**src/rtl/rr_arb_mux.sv**
```systemverilog
// rtl/rr_arb_mux.sv - round-robin N:1 arbitrating mux with registered output; define RR_ARB_MUX_FIXED_PRI_EN for fixed lowest-index priority
module rr_arb_mux #(
    parameter int WIDTH  = 32,
    parameter int NUM_IN = 4,
    localparam int SEL_W = (NUM_IN > 1) ? $clog2(NUM_IN) : 1
) (
    input  logic                    clk,
    input  logic                    reset,
    input  logic [NUM_IN*WIDTH-1:0] in_data,
    input  logic [NUM_IN-1:0]       in_valid,
    output logic [NUM_IN-1:0]       in_ready,
    output logic [WIDTH-1:0]        out_data,
    output logic [SEL_W-1:0]        out_sel,
    output logic                    out_valid,
    input  logic                    out_ready
);

    logic                   load_en;
    logic                   any_req;
    logic                   take;
    logic [SEL_W-1:0]       grant;
    logic [WIDTH-1:0]       ch_data [NUM_IN];

    // Unpack the flat input bus into per-channel words
    for (genvar i = 0; i < NUM_IN; i++) begin : g_unpack
        assign ch_data[i] = in_data[i*WIDTH +: WIDTH];
    end

    // The output register may load when it is empty or being drained this cycle
    assign load_en = !out_valid || out_ready;

`ifdef RR_ARB_MUX_FIXED_PRI_EN

    // Fixed priority: lowest-indexed requester wins (scan downward so the last hit is the lowest)
    always_comb begin
        grant   = '0;
        any_req = 1'b0;
        for (int i = NUM_IN - 1; i >= 0; i--) begin
            if (in_valid[SEL_W'(i)]) begin
                grant   = SEL_W'(i);
                any_req = 1'b1;
            end
        end
    end

`else

    logic [SEL_W-1:0] last_grant;

    // Round-robin: first requester found searching upward from the channel after last_grant
    always_comb begin
        int               idx;
        logic [SEL_W-1:0] cand;
        grant   = '0;
        any_req = 1'b0;
        idx     = 0;
        cand    = '0;
        for (int k = 1; k <= NUM_IN; k++) begin
            idx  = (int'(last_grant) + k) % NUM_IN;
            cand = SEL_W'(idx);
            if (!any_req && in_valid[cand]) begin
                grant   = cand;
                any_req = 1'b1;
            end
        end
    end

    // Search pointer moves only on an accepted input word; reset gives channel 0 first priority
    always_ff @(posedge clk or posedge reset) begin
        if (reset) begin
            last_grant <= SEL_W'(NUM_IN - 1);
        end else if (take) begin
            last_grant <= grant;
        end
    end

`endif

    // Accept only from the granted channel, and only when the output register can take a word
    always_comb begin
        in_ready = '0;
        if (!reset && load_en && any_req) begin
            in_ready[grant] = 1'b1;
        end
    end

    assign take = |(in_valid & in_ready);

    // Output register: load on input transfer, otherwise drop the word once it is consumed
    always_ff @(posedge clk or posedge reset) begin
        if (reset) begin
            out_valid <= 1'b0;
            out_data  <= '0;
            out_sel   <= '0;
        end else if (take) begin
            out_valid <= 1'b1;
            out_data  <= ch_data[grant];
            out_sel   <= grant;
        end else if (out_ready) begin
            out_valid <= 1'b0;
        end
    end

endmodule
```
**config.mk**
```make
export PLATFORM = sky130hd
export DESIGN_NAME = rr_arb_mux
export DESIGN_NICKNAME = d
export VERILOG_FILES = /design/src/rtl/rr_arb_mux.sv
export SDC_FILE = /design/constraint.sdc
export NUM_CORES = 1
export LEC_CHECK = 0
export CAP_MARGIN = 20
export CORE_ASPECT_RATIO = 1.2
export CORE_MARGIN = 3
export CORE_UTILIZATION = 65
export DETAILED_ROUTE_END_ITERATION = 10
export DONT_BUFFER_PORTS = 1
export GPL_TIMING_DRIVEN = 0
export PLACE_DENSITY_LB_ADDON = 0.08
export SYNTH_ARGS = -nofsm -noshare
export SYNTH_HDL_FRONTEND = slang
export SYNTH_SLANG_ARGS = --single-unit
```
**constraint.sdc**
```tcl
create_clock -name clk -period 4.5 [get_ports clk]
set_clock_uncertainty 0.2 [all_clocks]
set_input_delay 1.125 -clock clk [delete_from_list [all_inputs] [get_ports clk]]
set_output_delay 1.125 -clock clk [all_outputs]
set_load 0.01 [all_outputs]
```
== Word-level counts from Yosys, hierarchy flattened ==
Index checks and enable logic that the tools add are counted.

* Logic and storage cells: 55
* Output and inout port bits: 39
* Register bits: 37
* Input bits: 135

* Muxes and demuxes: 24
* Reductions and logical operators: 14
* $lt $le $gt $ge: 7
* Add/sub/neg operators: 4
* Bitwise logic cells: 2

{| class="wikitable"
|+ Operator list
! cell !! number
|-
| $bmux 32 s2 || 1
|-
| $mux 32 || 2
|-
| $lt 2x3->1 const B || 5
|-
| $mux 1 || 11
|-
| $bmux 1 s2 || 4
|-
| $mux 2 || 4
|-
| $logic_and 1x1->1 || 6
|-
| $logic_not 1->1 || 5
|-
| $add 2x1->2 const B || 2
|-
| $add 2x2->2 const B || 2
|-
| $and 4x4->4 || 1
|-
| $mux 4 || 1
|-
| $reduce_or 4->1 || 1
|-
| $ge 3x3->1 const B || 1
|-
| $not 2->3 || 1
|-
| $demux 1 s2 || 1
|-
| $ge 2x1->1 const B || 1
|-
| $reduce_bool 2->1 || 1
|-
| $logic_or 1x1->1 || 1
|}

== Longest topological paths before layout ==
* Depth in word-level cells: 21
* Mapped depth: 7

== Worst setup path after synthesis ==
OpenSTA, ideal clock, no wires.

* Path kind: input-to-output
* Start point: in in_valid[0]
* End point: out in_ready[2]
* Arrival: 2382 ps
* Required time: 3175 ps
* Stages: 6
* Setup slack: 793 ps
* Cell sequence: a21o_1 -> a31oi_1 -> buf_2 -> buf_2 -> nand2_1 -> nor3_1

* Cells in the longest elaborated chain, start to end: 17
* Elaborated cells on any way between the ends: 29

{| class="wikitable"
|+ RTL lines
! item !! RTL line !! text
|-
| start: declaration || 10 || <nowiki>input logic [NUM_IN-1:0] in_valid,</nowiki>
|-
| $bmux 1 s2 || 61 || <nowiki>if (!any_req && in_valid[cand]) begin</nowiki>
|-
| $mux 1 (not written as such) || 61 ||
|-
| $mux 1 || 61 ||
|-
| $logic_not 1->1 || 61 ||
|-
| $logic_and 1x1->1 || 61 ||
|-
| $mux 1 || 61 ||
|-
| $logic_not 1->1 || 61 ||
|-
| $logic_and 1x1->1 || 61 ||
|-
| $mux 1 || 61 ||
|-
| $logic_not 1->1 || 61 ||
|-
| $logic_and 1x1->1 || 61 ||
|-
| $mux 2 || 61 ||
|-
| $lt 2x3->1 (not written as such) / $ge 2x1->1 (equally long branches) || 83 || <nowiki>in_ready[grant] = 1'b1;</nowiki>
|-
| $logic_and 1x1->1 (not written as such) || 83 ||
|-
| $mux 1 (not written as such) || 83 ||
|-
| $demux 1 s2 || 83 ||
|-
| $mux 4 (*) || 82 || <nowiki>if (!reset && load_en && any_req) begin</nowiki>
|-
| end: declaration || 11 || <nowiki>output logic [NUM_IN-1:0] in_ready,</nowiki>
|}

Every way passes the cells marked *; elsewhere a longest branch is shown, timed or not. The select of a mux whose other input is x is not followed.

== Final worst setup path ==
Ends and elaborated chain as after synthesis.

==> results.sh <==
export IMPL_slowest_stage="nor3_1"
export IMPL_htree_levels=2
export IMPL_syn_to_final_growth_pct=6.19
export IMPL_die_area_sq_um=5010
export IMPL_die_y_microns=77.0
export IMPL_path_class="input pin to output port"
export IMPL_cts_tree="built"
export IMPL_post_cts_setup_buffers=0
export IMPL_stdcell_count=318
export IMPL_dr_pass1_iters=4
export IMPL_dp_hpwl_microns=5700
export IMPL_post_cts_resize_count=0
export IMPL_crit_path_end_kind="output port"
export IMPL_finalNetCount=398
export IMPL_syn_avg_cell_area_sq_um=10.7
export IMPL_netlist_instances=256
export IMPL_cts_max_path_buffers=2
export IMPL_synthTopCellsByArea="dfrtp_1, mux2_4, mux2i_1"
export IMPL_placedInstanceArea_sq_um=2800
export IMPL_clk_pin_slew_ps=80
export IMPL_path_cells="a21o_1, a31oi_1, buf_2, buf_2, nand2_1, nor3_1"
export IMPL_dpl_cell_count=310
export IMPL_status="complete, no violations"
export IMPL_drc=0
export IMPL_top_layer_used="met4"
export IMPL_diodes=0
export IMPL_drive_gt1_share_pct=23.1
export IMPL_core_area_sq_um=4000
export IMPL_hp_class="register to register"
export IMPL_io_pins=174
export IMPL_gp_congestion=0.798
export IMPL_post_route_cell_area_sq_um=2900
export IMPL_hold_viol_final=0
export IMPL_yosysSeqAreaShare_pct=34.0
export IMPL_drt_initial_drc_count=101
export IMPL_start_util_pct=68.1
export IMPL_routed_wl_microns=7530
export IMPL_root_buffer="clkbuf_8"
export IMPL_worst_slew_pin_slew_ps=798
export IMPL_path_max_fanout=10
export IMPL_detail_route_antenna_nets=0
export IMPL_rsz0062_at_grt="no"
export IMPL_cp_data_required_time_ps=3170
export IMPL_slew_violations=0
export IMPL_max_slew_margin_rel_pct=46.7
export IMPL_fin_crit_sh_pct=89.5
export IMPL_wl_met2_microns=3930
export IMPL_die_width_microns=65.1
export IMPL_wl_met3_microns=734
export IMPL_cts_sinks=37
export IMPL_drv_cap=0
export IMPL_cellPowerDensity_nw_per_um2=482
export IMPL_arrival_ps=2700
export IMPL_grt_max_degree=38
export IMPL_crit_top_cell="buf_2"
export IMPL_ir_worst_vdd_v=0.000300
export IMPL_final_cell_mix="nand3_1, dfrtp_1, mux2i_1"
export IMPL_setup_tns_ps=0
export IMPL_holdBufCountCts=0
export IMPL_period_needed_ps=4030
export IMPL_synth_top_cell_area_share_pct=32.1
export IMPL_track_usage_pct=29.6
export IMPL_numCtsBuffers=5
export IMPL_worstSkewPairLatency_ps=280
export IMPL_wl_met1_microns=2760
export IMPL_grt_pass1_vias=2232
export IMPL_grt_pass1_wl_microns=11500
export IMPL_numPortBuffers=0
export IMPL_setup_worst_path_start_class="input pin"
export IMPL_synth_net_count=391
export IMPL_whs_ps=344
export IMPL_ys_seq_elements=37
export IMPL_antenna_found_initial=0
export IMPL_worst_path_largest_cell_delay_ps=380
export IMPL_final_common_cell="nand3_1"
export IMPL_rows=25
export IMPL_vias=2259
export IMPL_yosysTopAreaCell="dfrtp_1"
export IMPL_power_total_w=0.00140
export IMPL_finalSetupViolCount=0
export IMPL_p_leak_nw=1.29
export IMPL_syn_area_sq_um=2730
export IMPL_overflow=0
export IMPL_ys_warn_count=0
export IMPL_viasPerCell=7.10
export IMPL_wl_per_cell_microns=23.7
export IMPL_ys_types=30
export IMPL_max_freq_ghz=0.248
-- cell usage after synthesis --
cell / number
nor2_1: 6
inv_1: 2
a21oi_1: 2
a211o_1: 1
mux2_2: 1
mux2_4: 31
nand2_1: 3
buf_1: 1
nand3b_1: 1
a21bo_2: 1
nand3_1: 64
a21o_1: 1
nor2_4: 1
dfstp_2: 2
o21ai_0: 1
clkbuf_1: 14
a31oi_1: 1
a221o_1: 32
o22ai_2: 1
a21oi_4: 1
nor3_1: 2
nor4_1: 1
mux2i_1: 33
buf_6: 6
nand2b_1: 3
nor2b_1: 1
buf_4: 1
a211oi_2: 1
buf_2: 6
dfrtp_1: 35
-- state kept, by name, summed over array words and instances, names as in the netlist --
name and flops:
out_sel 2, out_data 32, out_valid 1, last_grant 2
-- final timing paths --
kind,to,slack [ps],depth (start not counted),start
hold / removal,last_grant[0]$_DFFE_PP1P_,340,2,last_grant[0]$_DFFE_PP1P_
setup / recovery,in_ready[2],470,6,in_valid[0]
hold reg to reg,last_grant[0]$_DFFE_PP1P_,340,2,last_grant[0]$_DFFE_PP1P_
setup reg to reg,out_data[23]$_DFFE_PP0P_,2140,6,last_grant[1]$_DFFE_PP1P_
max in group asynchronous,out_valid$_DFFE_PP0P_,2930,1,reset
min in group asynchronous,out_data[24]$_DFFE_PP0P_,660,1,reset
-- cell type report --
| type | count | area [sq um] |
|---|---|---|
| Buffer | 28 | 161 |
| Fill cell | 321 | 1110 |
| Inverter | 2 | 7.51 |
| Clock inverter | 1 | 5.00 |
| Tap cell | 54 | 67.6 |
| Clock buffer | 7 | 96.3 |
| Sequential cell | 37 | 928 |
| Multi-Input combinational cell | 189 | 1630 |
-- layer usage --
metal	track usage (%)	vias to the layer above
li1	-	1002
met1	35.7	1100
met2	50.5	146
met3	9.52	11
met4	7.88	0
met5	0	-
-- logic make-up (layout without fill, tap and decap cells) --
group                  after synthesis  after routing  share of synthesized area [%]
and+or+nand+nor                     82             82                           15.2
muxes                               65             65                           29.6
AOI/OAI and AO/OA                   42             42                           15.0
DFF                                 37             37                           34.0
buffers and inverters               30             38                           6.19
-- power by group --
group | internal, W | switching [W] | leakage [nW]
Sequential | 0.000450 | 0.000150 | 0.451
Combinational | 0.000276 | 0.000259 | 0.784
Clock | 0.000139 | 0.000121 | 0.0542
-- critical path, delay by kind of cell --
kind | cells | cell delay, ps
buffers and inverters | 2 | 570
and+or+nand+nor | 2 | 520
AOI/OAI and AO/OA | 2 | 480
-- metrics by stage --
| stage | utilization (%) | setup slack [ps] |
|---|---|---|
| after floorplan | - | 793 |
| after global placement | 69.8 | 481 |
| after detailed placement | 69.8 | 475 |
| after CTS | 72.3 | 470 |
| after global routing | 72.3 | 337 |
| final | 72.3 | 472 |
No activity file was read; power rests on OpenSTA's default activity.
